[src/rtl/pipeline_hazard_ctrl_if.sv]
// Pipeline status in, register sequencing controls out, for pipeline_hazard_ctrl.
// master = pipeline/datapath side, slave = hazard controller side.
interface pipeline_hazard_ctrl_if;
  logic [4:0]  ID_Rn;
  logic [4:0]  ID_Rm;
  logic        ID_uses_Rn;
  logic        ID_uses_Rm;
  logic        EX_MemRead;
  logic [4:0]  EX_Write_Reg;
  logic        EX_br_taken;
  logic        MEM_MemRead;
  logic        MEM_MemWrite;
  logic        mem_ready;

  logic        PC_wr_en;
  logic        IF_ID_wr_en;
  logic        ID_EX_wr_en;
  logic        EX_MEM_wr_en;
  logic        PC_sel_branch;
  logic        IF_ID_flush;
  logic        ID_EX_flush;
  logic        MEM_WB_flush;
  logic        mem_req;
  logic        stall_active;
  logic        mem_timeout;
  logic [31:0] stall_cycles;
  logic [31:0] flush_count;

  modport master (
    output ID_Rn, ID_Rm, ID_uses_Rn, ID_uses_Rm, EX_MemRead, EX_Write_Reg,
           EX_br_taken, MEM_MemRead, MEM_MemWrite, mem_ready,
    input  PC_wr_en, IF_ID_wr_en, ID_EX_wr_en, EX_MEM_wr_en, PC_sel_branch,
           IF_ID_flush, ID_EX_flush, MEM_WB_flush, mem_req, stall_active,
           mem_timeout, stall_cycles, flush_count
  );

  modport slave (
    input  ID_Rn, ID_Rm, ID_uses_Rn, ID_uses_Rm, EX_MemRead, EX_Write_Reg,
           EX_br_taken, MEM_MemRead, MEM_MemWrite, mem_ready,
    output PC_wr_en, IF_ID_wr_en, ID_EX_wr_en, EX_MEM_wr_en, PC_sel_branch,
           IF_ID_flush, ID_EX_flush, MEM_WB_flush, mem_req, stall_active,
           mem_timeout, stall_cycles, flush_count
  );
endinterface

[src/rtl/pipeline_hazard_ctrl.sv]
// 5-stage pipeline sequencer: load-use stall, EX branch squash, data-memory wait with timeout.
// Define HAZ_PERF_CNT_EN to build the saturating stall/flush performance counters.
module pipeline_hazard_ctrl #(
  parameter int unsigned MEM_TIMEOUT = 16
) (
  input logic                  clk,
  input logic                  reset,
  pipeline_hazard_ctrl_if.slave hz
);

  typedef enum logic [1:0] {RUN, MEM_WAIT, ERROR} state_e;

  localparam logic [8:0] TIMEOUT = 9'(MEM_TIMEOUT);

  state_e     state_q, state_d;
  logic [7:0] wait_cnt_q, wait_cnt_d;
  logic [8:0] wait_cnt_inc;

  logic load_use, mem_hold;
  logic pc_we, ifid_we, idex_we, exmem_we;
  logic sel_br, ifid_fl, idex_fl, memwb_fl, req;
  logic pc_we_g, ifid_we_g, idex_we_g, exmem_we_g;
  logic ifid_fl_g, idex_fl_g, stall_act;

  // X31 is the zero register, so a load "into" it never feeds a consumer.
  always_comb begin
    load_use = hz.EX_MemRead && (hz.EX_Write_Reg != 5'd31) &&
               ((hz.ID_uses_Rn && (hz.ID_Rn == hz.EX_Write_Reg)) ||
                (hz.ID_uses_Rm && (hz.ID_Rm == hz.EX_Write_Reg)));
    mem_hold = (state_q != ERROR) && !hz.mem_ready &&
               ((state_q == MEM_WAIT) || hz.MEM_MemRead || hz.MEM_MemWrite);
    wait_cnt_inc = {1'b0, wait_cnt_q} + 9'd1;
  end

  always_ff @(posedge clk or negedge reset) begin
    if (!reset) begin
      state_q    <= RUN;
      wait_cnt_q <= '0;
    end else begin
      state_q    <= state_d;
      wait_cnt_q <= wait_cnt_d;
    end
  end

  always_comb begin
    state_d    = state_q;
    wait_cnt_d = wait_cnt_q;
    case (state_q)
      RUN: begin
        if (mem_hold) begin
          state_d    = MEM_WAIT;
          wait_cnt_d = 8'd1;
        end
      end
      MEM_WAIT: begin
        if (hz.mem_ready) begin
          state_d    = RUN;
          wait_cnt_d = '0;
        end else begin
          wait_cnt_d = wait_cnt_inc[7:0];
          // Counter already includes the low-ready cycle seen in RUN.
          if (wait_cnt_inc == TIMEOUT) state_d = ERROR;
        end
      end
      default: ;
    endcase
  end

  // Release cycle of MEM_WAIT falls through to the same branch/load-use chain as RUN.
  always_comb begin
    pc_we    = 1'b1;
    ifid_we  = 1'b1;
    idex_we  = 1'b1;
    exmem_we = 1'b1;
    sel_br   = 1'b0;
    ifid_fl  = 1'b0;
    idex_fl  = 1'b0;
    memwb_fl = 1'b0;
    req      = hz.MEM_MemRead | hz.MEM_MemWrite;
    case (state_q)
      ERROR: begin
        pc_we    = 1'b0;
        ifid_we  = 1'b0;
        idex_we  = 1'b0;
        exmem_we = 1'b0;
        memwb_fl = 1'b1;
        req      = 1'b0;
      end
      default: begin
        if (state_q == MEM_WAIT) req = 1'b1;
        if (mem_hold) begin
          pc_we    = 1'b0;
          ifid_we  = 1'b0;
          idex_we  = 1'b0;
          exmem_we = 1'b0;
          memwb_fl = 1'b1;
          req      = 1'b1;
        end else if (hz.EX_br_taken) begin
          sel_br  = 1'b1;
          ifid_fl = 1'b1;
          idex_fl = 1'b1;
        end else if (load_use) begin
          pc_we   = 1'b0;
          ifid_we = 1'b0;
          idex_fl = 1'b1;
        end
      end
    endcase
  end

  // Reset holds every register quiet regardless of state or inputs.
  always_comb begin
    pc_we_g    = pc_we    & reset;
    ifid_we_g  = ifid_we  & reset;
    idex_we_g  = idex_we  & reset;
    exmem_we_g = exmem_we & reset;
    ifid_fl_g  = ifid_fl  & reset;
    idex_fl_g  = idex_fl  & reset;
    stall_act  = !(pc_we_g & ifid_we_g & idex_we_g & exmem_we_g);
  end

  assign hz.PC_wr_en      = pc_we_g;
  assign hz.IF_ID_wr_en   = ifid_we_g;
  assign hz.ID_EX_wr_en   = idex_we_g;
  assign hz.EX_MEM_wr_en  = exmem_we_g;
  assign hz.PC_sel_branch = sel_br & reset;
  assign hz.IF_ID_flush   = ifid_fl_g;
  assign hz.ID_EX_flush   = idex_fl_g;
  assign hz.MEM_WB_flush  = memwb_fl & reset;
  assign hz.mem_req       = req & reset;
  assign hz.stall_active  = stall_act;
  assign hz.mem_timeout   = (state_q == ERROR);

`ifdef HAZ_PERF_CNT_EN
  logic [31:0] stall_cycles_q, stall_cycles_d;
  logic [31:0] flush_count_q, flush_count_d;

  always_comb begin
    stall_cycles_d = stall_cycles_q;
    flush_count_d  = flush_count_q;
    if (stall_act && (stall_cycles_q != '1))
      stall_cycles_d = stall_cycles_q + 32'd1;
    if ((ifid_fl_g | idex_fl_g) && (flush_count_q != '1))
      flush_count_d = flush_count_q + 32'd1;
  end

  always_ff @(posedge clk or negedge reset) begin
    if (!reset) begin
      stall_cycles_q <= '0;
      flush_count_q  <= '0;
    end else begin
      stall_cycles_q <= stall_cycles_d;
      flush_count_q  <= flush_count_d;
    end
  end

  assign hz.stall_cycles = stall_cycles_q;
  assign hz.flush_count  = flush_count_q;
`else
  assign hz.stall_cycles = '0;
  assign hz.flush_count  = '0;
`endif

endmodule
[src/flat_wrapper.sv]
// flat-port wrapper written by rule: the top's interface ports become plain ports
module pipeline_hazard_ctrl_flat 
#(
  parameter int unsigned MEM_TIMEOUT = 16
)
  (clk, reset, hz_ID_Rn, hz_ID_Rm, hz_ID_uses_Rn, hz_ID_uses_Rm, hz_EX_MemRead, hz_EX_Write_Reg, hz_EX_br_taken, hz_MEM_MemRead, hz_MEM_MemWrite, hz_mem_ready, hz_PC_wr_en, hz_IF_ID_wr_en, hz_ID_EX_wr_en, hz_EX_MEM_wr_en, hz_PC_sel_branch, hz_IF_ID_flush, hz_ID_EX_flush, hz_MEM_WB_flush, hz_mem_req, hz_stall_active, hz_mem_timeout, hz_stall_cycles, hz_flush_count);
  pipeline_hazard_ctrl_if hz_i ();
  input logic clk;
  input logic reset;
  input wire logic [$bits(hz_i.ID_Rn)-1:0] hz_ID_Rn;
  input wire logic [$bits(hz_i.ID_Rm)-1:0] hz_ID_Rm;
  input wire logic [$bits(hz_i.ID_uses_Rn)-1:0] hz_ID_uses_Rn;
  input wire logic [$bits(hz_i.ID_uses_Rm)-1:0] hz_ID_uses_Rm;
  input wire logic [$bits(hz_i.EX_MemRead)-1:0] hz_EX_MemRead;
  input wire logic [$bits(hz_i.EX_Write_Reg)-1:0] hz_EX_Write_Reg;
  input wire logic [$bits(hz_i.EX_br_taken)-1:0] hz_EX_br_taken;
  input wire logic [$bits(hz_i.MEM_MemRead)-1:0] hz_MEM_MemRead;
  input wire logic [$bits(hz_i.MEM_MemWrite)-1:0] hz_MEM_MemWrite;
  input wire logic [$bits(hz_i.mem_ready)-1:0] hz_mem_ready;
  output wire logic [$bits(hz_i.PC_wr_en)-1:0] hz_PC_wr_en;
  output wire logic [$bits(hz_i.IF_ID_wr_en)-1:0] hz_IF_ID_wr_en;
  output wire logic [$bits(hz_i.ID_EX_wr_en)-1:0] hz_ID_EX_wr_en;
  output wire logic [$bits(hz_i.EX_MEM_wr_en)-1:0] hz_EX_MEM_wr_en;
  output wire logic [$bits(hz_i.PC_sel_branch)-1:0] hz_PC_sel_branch;
  output wire logic [$bits(hz_i.IF_ID_flush)-1:0] hz_IF_ID_flush;
  output wire logic [$bits(hz_i.ID_EX_flush)-1:0] hz_ID_EX_flush;
  output wire logic [$bits(hz_i.MEM_WB_flush)-1:0] hz_MEM_WB_flush;
  output wire logic [$bits(hz_i.mem_req)-1:0] hz_mem_req;
  output wire logic [$bits(hz_i.stall_active)-1:0] hz_stall_active;
  output wire logic [$bits(hz_i.mem_timeout)-1:0] hz_mem_timeout;
  output wire logic [$bits(hz_i.stall_cycles)-1:0] hz_stall_cycles;
  output wire logic [$bits(hz_i.flush_count)-1:0] hz_flush_count;
  assign hz_i.ID_Rn = hz_ID_Rn;
  assign hz_i.ID_Rm = hz_ID_Rm;
  assign hz_i.ID_uses_Rn = hz_ID_uses_Rn;
  assign hz_i.ID_uses_Rm = hz_ID_uses_Rm;
  assign hz_i.EX_MemRead = hz_EX_MemRead;
  assign hz_i.EX_Write_Reg = hz_EX_Write_Reg;
  assign hz_i.EX_br_taken = hz_EX_br_taken;
  assign hz_i.MEM_MemRead = hz_MEM_MemRead;
  assign hz_i.MEM_MemWrite = hz_MEM_MemWrite;
  assign hz_i.mem_ready = hz_mem_ready;
  assign hz_PC_wr_en = hz_i.PC_wr_en;
  assign hz_IF_ID_wr_en = hz_i.IF_ID_wr_en;
  assign hz_ID_EX_wr_en = hz_i.ID_EX_wr_en;
  assign hz_EX_MEM_wr_en = hz_i.EX_MEM_wr_en;
  assign hz_PC_sel_branch = hz_i.PC_sel_branch;
  assign hz_IF_ID_flush = hz_i.IF_ID_flush;
  assign hz_ID_EX_flush = hz_i.ID_EX_flush;
  assign hz_MEM_WB_flush = hz_i.MEM_WB_flush;
  assign hz_mem_req = hz_i.mem_req;
  assign hz_stall_active = hz_i.stall_active;
  assign hz_mem_timeout = hz_i.mem_timeout;
  assign hz_stall_cycles = hz_i.stall_cycles;
  assign hz_flush_count = hz_i.flush_count;
  pipeline_hazard_ctrl #(.MEM_TIMEOUT(MEM_TIMEOUT)) u_core (.clk(clk), .reset(reset), .hz(hz_i));
endmodule
[config.mk]
export PLATFORM = sky130hd
export DESIGN_NAME = pipeline_hazard_ctrl_flat
export DESIGN_NICKNAME = d
export VERILOG_FILES = /design/src/rtl/pipeline_hazard_ctrl_if.sv /design/src/rtl/pipeline_hazard_ctrl.sv /design/src/flat_wrapper.sv
export SDC_FILE = /design/constraint.sdc
export NUM_CORES = 1
export LEC_CHECK = 0
export ABC_AREA = 1
export CAP_MARGIN = 20
export CORE_MARGIN = 4
export CORE_UTILIZATION = 37
export DETAILED_ROUTE_END_ITERATION = 10
export GPL_TIMING_DRIVEN = 0
export PLACE_DENSITY = 0.89
export SYNTH_ARGS = -nofsm -noshare
export SYNTH_HDL_FRONTEND = slang
export SYNTH_SLANG_ARGS = --single-unit
[constraint.sdc]
create_clock -name clk -period 2.4 [get_ports clk]
set_input_delay 0.24 -clock clk [delete_from_list [all_inputs] [get_ports clk]]
set_output_delay 0.24 -clock clk [all_outputs]
set_load 0.02 [all_outputs]
== After elaboration in Yosys (flattened, before gate mapping) ==
Cells that the tools add are included.
Storage, ports and cells
  output and inout port bits: 75
  bits in registers: 10
  input bits: 24
  logic and storage cells: 61
Cells by class
  add/sub/neg operators: 1
  mux-type cells: 25
  bitwise gates (word level): 9
  equality and inequality tests: 9
  reduce and logical (&&, ||, !) cells: 15
Operators by type and width (number)
  1-bit two-way mux: 18
  8-bit two-way mux: 2
  8-bit one-hot mux with 2 select lines: 1
  5-bit == test: 2
  8-bit by 1-bit adder with 9-bit output (second input constant): 1
  9-bit by 5-bit == test with 1-bit output (second input constant): 1
  1-bit bitwise AND: 8
  1-bit logical AND: 6
  2-bit two-way mux: 3
  5-bit != test (second input constant): 1
  2-bit one-hot mux with 2 select lines: 1
  1-bit logical OR: 3
  3-bit != test (second input constant): 1
  3-bit AND reduction: 1
  2-bit by 1-bit == test with 1-bit output (second input constant): 1
  2-bit == test (second input constant): 1
  1-bit zero test: 2
  2-bit zero test: 1
  2-bit by 1-bit != test with 1-bit output (second input constant): 1
  2-bit != test (second input constant): 1
  2-bit AND reduction: 1
  2-bit nonzero test: 1
  1-bit bitwise OR: 1

== Depth between registers and ports, before layout ==
Gate-level depths: netlist of run 1.
  depth after elaboration: 12
  depth in mapped cells: 10

== Worst setup path after synthesis of run 1 ==
No wires, ideal clock.
  kind: reg-to-output
  from: register u_core.state_q[0]
  to: output port hz_PC_wr_en
  path slack: 0.606 ns
  data required time: 2.160 ns
  arrival time: 1.554 ns
  stages on the path, launching flop included: 8
  path through: dfrtp_1 -> inv_1 -> nand2_1 -> inv_1 -> nor3_4 -> nand2_1 -> nand2_1 -> buf_4
RTL lines
  start, declared: RTL line pipeline_hazard_ctrl.sv:15  | state_e state_q, state_d;
  start signal, assigned: RTL line pipeline_hazard_ctrl.sv:40  | state_q <= state_d;
  2-bit == test
  named net hz_mem_timeout: RTL line flat_wrapper.sv:30  | output wire logic [$bits(hz_i.mem_timeout)-1:0] hz_mem_timeout;
  1-bit two-way mux: RTL line pipeline_hazard_ctrl.sv:80  | case (state_q)
  1-bit bitwise AND: RTL line pipeline_hazard_ctrl.sv:113  | pc_we_g = pc_we & reset;
  end, declared: RTL line flat_wrapper.sv:20  | output wire logic [$bits(hz_i.PC_wr_en)-1:0] hz_PC_wr_en;
The timed path passes the listed nets, and every way through them passes these cells.

== Worst setup path in the final report of run 1 ==
  from: register u_core.state_q[0]
  to: output port hz_EX_MEM_wr_en
On the way
  word-level cells in the longest chain between the ends: 7
Ends and longest elaborated chain
  2-bit by 1-bit == test with 1-bit output: RTL line pipeline_hazard_ctrl.sv:31  | ((state_q == MEM_WAIT) || hz.MEM_MemRead || hz.MEM_MemWrite);
  1-bit logical OR (2 in a row): RTL line pipeline_hazard_ctrl.sv:31
  1-bit logical AND: RTL line pipeline_hazard_ctrl.sv:30  | mem_hold = (state_q != ERROR) && !hz.mem_ready &&
  1-bit two-way mux: RTL line pipeline_hazard_ctrl.sv:91  | if (mem_hold) begin
  1-bit two-way mux (*): RTL line pipeline_hazard_ctrl.sv:80
  1-bit bitwise AND (*): RTL line pipeline_hazard_ctrl.sv:116  | exmem_we_g = exmem_we & reset;
  end, declared: RTL line flat_wrapper.sv:23  | output wire logic [$bits(hz_i.EX_MEM_wr_en)-1:0] hz_EX_MEM_wr_en;
Every way passes the cells marked *; elsewhere a longest branch is shown, timed or not.

==> results of run 1 <==
-- through the flow --
step                 util  area, sq um  total power, mW
global route        0.590         2020            0.614
detailed placement  0.575         1960            0.424
floorplan               -         1570            0.371
global placement    0.575         1960            0.422
finish              0.590         2020            0.583
CTS                 0.585         2000            0.577
-- cells by family after synthesis --
logic type / count (synthesis) / share of synthesized area
other: 1 / 0.00282
XOR/XNOR: 5 / 0.0329
adder cells (fa/ha/maj): 1 / 0.00941
AND/OR/NAND/NOR: 72 / 0.241
buffers and inverters: 87 / 0.435
AO/OA/AOI/OAI: 19 / 0.0913
flip-flops: 10 / 0.188
-- cell usage after synthesis --
master	number	area share
buf_4	67	0.38
o21a_1	1	0.0056
o31ai_1	1	0.0056
nand2_2	3	0.014
nand3_2	1	0.0075
a21oi_1	4	0.015
o22ai_1	3	0.014
nor3_4	1	0.012
inv_2	2	0.0056
xor2_1	5	0.033
o21ai_2	1	0.0066
dfrtp_1	10	0.19
nand2_1	42	0.12
nor2_4	1	0.0085
inv_1	18	0.051
conb_1	1	0.0028
o21ai_1	1	0.0038
ha_1	1	0.0094
nor2_1	13	0.037
a21oi_2	1	0.0066
nor2_2	1	0.0047
o211a_1	2	0.015
nand4_1	1	0.0047
o21ai_0	5	0.019
nand3_1	9	0.034
-- power by group --
group	total, mW	internal [mW]	switching [mW]	leakage (nW)
Clock	0.156	0.0921	0.0635	0.0210
Combinational	0.253	0.117	0.136	1.09
Sequential	0.174	0.171	0.00329	0.128
Total	0.583	0.380	0.203	1.24
-- what timing repair did --
item,4_1_cts,5_1_grt
buffers inserted,0,1
pin swaps,0,1
resized for setup,4,6
endpoints found under the setup margin,8,5
hold endpoints to repair,0,0
-- state kept, by name, summed over array words and instances (netlist names) --
register           flops
u_core.wait_cnt_q      8
u_core.state_q         2
-- critical path, stage by stage, from the launching register on --
cell and delay, ps:
dfrtp_1 420, inv_1 90, nand2_1 100, nand2_2 120, nor2_4 50, nor3_4 260, clkdlybuf4s50_1 660
-- how the worst max path moves through the flow --
stage                       from               to  depth (start not counted)
2_1_floorplan  u_core.state_q[0]      hz_PC_wr_en                          7
3_3_place_gp               reset      hz_PC_wr_en                          7
3_5_place_dp               reset      hz_PC_wr_en                          7
4_1_cts        u_core.state_q[0]   hz_IF_ID_wr_en                          8
5_1_grt        u_core.state_q[0]      hz_PC_wr_en                          9
6_report       u_core.state_q[0]  hz_EX_MEM_wr_en                          6
-- area by class of cell --
type	count	area [sq um]
inverter	20	75.1
tap	46	57.6
timing repair buffer	35	357
multi-input combinational	161	738
sequential	10	250
clock buffer	4	36.3
fill	326	1400
buffer	67	503
-- routing by layer --
layer,routed length [um],vias to the layer above,part of all wire
li1,-,680,-
met1,983,527,0.32
met2,1650,61,0.54
met3,441,0,0.14
met4,0,0,0
met5,0,-,0
-- cells in the final DEF, fill, tap and decap left out, types with 4 or more instances in the layout --
cell type,count
o21ai_0,5
conb_1,64
a21oi_1,4
nand2_1,42
buf_4,69
nand3_1,9
dfrtp_1,10
clkdlybuf4s50_1,26
xor2_1,5
nor2_1,13
inv_1,18
dlymetal6s2s_1,5
==> metrics.cfg, run 1 <==
[floorplanning]
initial_core_util = 0.389
rows = 21
num_io_pins = 99
core_sq_mm = 0.00342
dieWidth_um = 68.0
die_y_um = 68.0
dieArea_sq_mm = 0.00462

[worst_setup_path]
r2r_start = u_core.wait_cnt_q[0]
ff2ff_path_depth = 8
r2r_end = u_core.state_q[0]
endpoint_kind = primary output
cp_max_fo = 6
critPathLaunchType = flop
reg2reg_slack_ps = 830
path_class = reg -> out
required_ps = 2160
cp.arrival_ps = 1960

[synthesis]
yosys.cell_types.count = 25
syn_area_sq_mm = 0.00133
syn_avg_cell_area_sq_um = 6.82
synth-seq-cells = 10
yosys_warnings = 0
ys_seq_area_frac = 0.188
synth_cells = 195

[clock_tree]
insertion_delay_ps = 270
htreeDepth = 1
clock-sinks = 10
cts_buffers = 3
max-clock-path-buffers = 2
clk_pin_slew_worst_paths_ps = 70
cts_tree = yes
clockRootBuffer = clkbuf_4
hold_buffers = 0

[global_routing]
met1_usage = 0.120
grt_pass1_wl_um = 4320
met2_usage = 0.241
antenna_found_initial = 0
grt_overflow = 0
grt.busiest_layer = met2
grt_use_total = 0.119
grt_max_degree = 12
use_met3 = 0.0345
grt_pass1_vias = 1038

[route]
routed_wl_um = 3070
via_per_inst = 3.70
drt_first_pass_iters = 4
drc_errors = 0
post_drt_wl_per_cell_um = 8.96
drtAntennaViolNets = 0
drt_iter0_markers = 27
vias = 1268

[placement]
place_inst = 338
detailedPlace.worstSlack_ps = -331
globalplace.congestion = 0.776
hpwl_um = 2750
io_buffers = 34

[sta]
finalMaxSlewViolations = 0
period_needed_ps = 2200
max_freq_mhz = 454
tns_ps = 0
setup_viol = 0
fin_skew_ps = 5.09
fin_ws_ps = 198
period_share = 0.918
hold_viol_final = 0
whs_ps = 1.61

[final_layout]
syn2layout_area_growth_pct = 51.6
fin_nets = 323
num_antenna_cells = 0
drive_above_1_share = 0.283
final_cells = 343

[pwr]
power.density_mw_per_mm2 = 289
p_leak_nw = 1.24
peakVddDrop_v = 0.000280

[outcome]
run_status = completed

[flow_run]
drv_cap = 0

[worst_hold_path]
hp-class = in -> async

Note: power is estimated with default switching activity, not from simulation.
==> run 2, diff against run 1 <==
--- a/config.mk
+++ b/config.mk
@@ -11,7 +11,8 @@
 export CORE_UTILIZATION = 37
 export DETAILED_ROUTE_END_ITERATION = 10
 export GPL_TIMING_DRIVEN = 0
-export PLACE_DENSITY = 0.89
+export PLACE_DENSITY = 0.93
 export SYNTH_ARGS = -nofsm -noshare
 export SYNTH_HDL_FRONTEND = slang
 export SYNTH_SLANG_ARGS = --single-unit
+export TNS_END_PERCENT = 10
==> metrics.cfg, run 2 (synthesis gave the netlist of run 1 again) <==
[outcome]
run_status = complete, but fails checks  ; was completed
violations = negative hold slack

[worst_setup_path]
crit_chain = inv_1 -> nand2_1 -> nand2_2 -> nor2_4 -> nor3_4 -> buf_4 -> clkdlybuf4s50_1  ; was inv_1 -> nand2_1 -> nand2_2 -> nor2_4 -> nor3_4 -> clkdlybuf4s50_1
path_class = reg -> out  ; unchanged
cp.arrival_ps = 2000  ; was 1960 ps
r2r_start = u_core.wait_cnt_q[0]  ; unchanged
endpoint_kind = primary output  ; unchanged
required_ps = 2160  ; about the same
ff2ff_path_depth = 8  ; unchanged
r2r_end = u_core.state_q[0]  ; unchanged
critPathSlowestCell = clkdlybuf4s50_1  ; unchanged
critPathTopFamily = buffers and inverters  ; unchanged
cp_max_fo = 6  ; unchanged
critPathLaunchType = flop  ; unchanged
cp.buffers_inverters = 3  ; was 2
reg2reg_slack_ps = 870  ; was 830 ps
worst_path_largest_cell_delay_ps = 600  ; was 660 ps

[floorplanning]
dieArea_sq_mm = 0.00462  ; unchanged
dieWidth_um = 68.0  ; unchanged
die_y_um = 68.0  ; unchanged
initial_core_util = 0.389  ; unchanged
rows = 21  ; unchanged
core_sq_mm = 0.00342  ; unchanged
num_io_pins = 99  ; unchanged

[clock_tree]
htreeDepth = 1  ; unchanged
cts_setup_buffers = 0  ; unchanged
cts_buffers = 3  ; unchanged
clockRootBuffer = clkbuf_4  ; unchanged
insertion_delay_ps = 270  ; about the same
cts_tree = yes  ; unchanged
max-clock-path-buffers = 2  ; unchanged
clock-sinks = 10  ; unchanged
clk_pin_slew_worst_paths_ps = 70  ; about the same

[sta]
fin_skew_ps = 8.74  ; was 5.09 ps
whs_ps = -3.47  ; was 1.61 ps
setup_viol = 0  ; unchanged
hold_viol_final = 5  ; was 0
period_needed_ps = 2240  ; was 2200 ps
finalMaxSlewViolations = 0  ; unchanged
max_freq_mhz = 447  ; was 454 MHz
period_share = 0.932  ; was 0.918
rsz0062_at_grt = no
tns_ps = 0  ; unchanged

[final_layout]
final_cells = 341  ; was 343
syn2layout_area_growth_pct = 50.2  ; was 51.6%
largest_reg_flops = 8  ; unchanged
drive_above_1_share = 0.275  ; was 0.283
num_antenna_cells = 0  ; unchanged
fin_nets = 322  ; was 323
top_regs = u_core.wait_cnt_q x8, u_core.state_q x2  ; unchanged
regMostFlops = u_core.wait_cnt_q  ; unchanged
finalInstanceArea_sq_mm = 0.00200  ; was 0.00202 sq mm
mostFrequentLayoutCells = buf_4, conb_1, nand2_1  ; unchanged
final.fill_count = 309  ; was 326
final_common_cell = buf_4  ; unchanged

[route]
via_per_inst = 3.80  ; was 3.70
post_drt_wl_per_cell_um = 9.55  ; was 8.96 um
drtAntennaViolNets = 0  ; unchanged
drt_first_pass_iters = 4  ; unchanged
routed_wl_um = 3260  ; was 3070 um
drc_errors = 0  ; unchanged
vias = 1295  ; was 1,268
drt_iter0_markers = 69  ; was 27

[placement]
io_buffers = 34  ; unchanged
place_inst = 338  ; unchanged
hpwl_um = 2840  ; was 2750 um
post_dp_cell_area_sq_mm = 0.00196  ; unchanged
globalplace.congestion = 0.952  ; was 0.776

[flow_run]
drv_cap = 0  ; unchanged

[global_routing]
grt_max_degree = 12  ; unchanged
grt_overflow = 0  ; unchanged
antenna_found_initial = 0  ; unchanged
grt_pass1_wl_um = 4530  ; was 4320 um
grt_pass1_vias = 1116  ; was 1,038
grt_use_total = 0.126  ; was 0.119

[pwr]
p_leak_nw = 1.22  ; was 1.24 nW
power_mw = 0.544  ; was 0.583 mW
power.density_mw_per_mm2 = 272  ; was 289 mW/mm^2
peakVddDrop_v = 0.000351  ; was 0.000280 V

[worst_hold_path]
hp-class = in -> async  ; unchanged

-- run 2: through the flow --
stage / worst slack, ps / util
after floorplan: 606 / -
after global placement: -263 / 0.575
after detailed placement: -327 / 0.575
after CTS: 3.73 / 0.581
after global routing: 69.5 / 0.585
final: 164 / 0.585
-- run 2: layout make-up --
class	instances	area, sq um	area share
Multi-Input combinational cell	161	738	0.369
Sequential cell	10	250	0.125
Buffer	67	503	0.252
Inverter	20	75.1	0.0376
Clock buffer	3	22.5	0.0113
Tap cell	46	57.6	0.0288
Timing Repair Buffer	34	352	0.176
-- run 2: per-layer routing --
layer / global-route usage / vias up / wire, um
met5: 0 / - / 0
met4: 0.0521 / 0 / 49
met3: 0.0197 / 6 / 306
met2: 0.259 / 55 / 1800
met1: 0.121 / 551 / 1100
li1: - / 683 / -
-- run 2: worst max-delay path by stage --
| stage | from | endpoint | slack, ps | depth (start not counted) |
|---|---|---|---|---|
| detailed placement | reset | hz_PC_wr_en | -330 | 7 |
| global placement | reset | hz_PC_wr_en | -260 | 7 |
| CTS | u_core.state_q[0] | hz_PC_sel_branch | 4 | 9 |
| floorplan | u_core.state_q[0] | hz_PC_wr_en | 610 | 7 |
| global route | u_core.state_q[1] | hz_MEM_WB_flush | 70 | 8 |
| finish | u_core.state_q[0] | hz_ID_EX_wr_en | 160 | 7 |
-- run 2: timing repair --
action                                  CTS  global route
endpoints found under the setup margin    8             5
resized for setup                         3             5
hold buffers                              0             0
-- run 2: where the power goes --
| part | total [mW] | internal, mW | switching [mW] |
|---|---|---|---|
| logic | 0.255 | 0.117 | 0.138 |
| clock network | 0.115 | 0.0579 | 0.0569 |
| registers | 0.174 | 0.171 | 0.00282 |
| total | 0.544 | 0.346 | 0.198 |
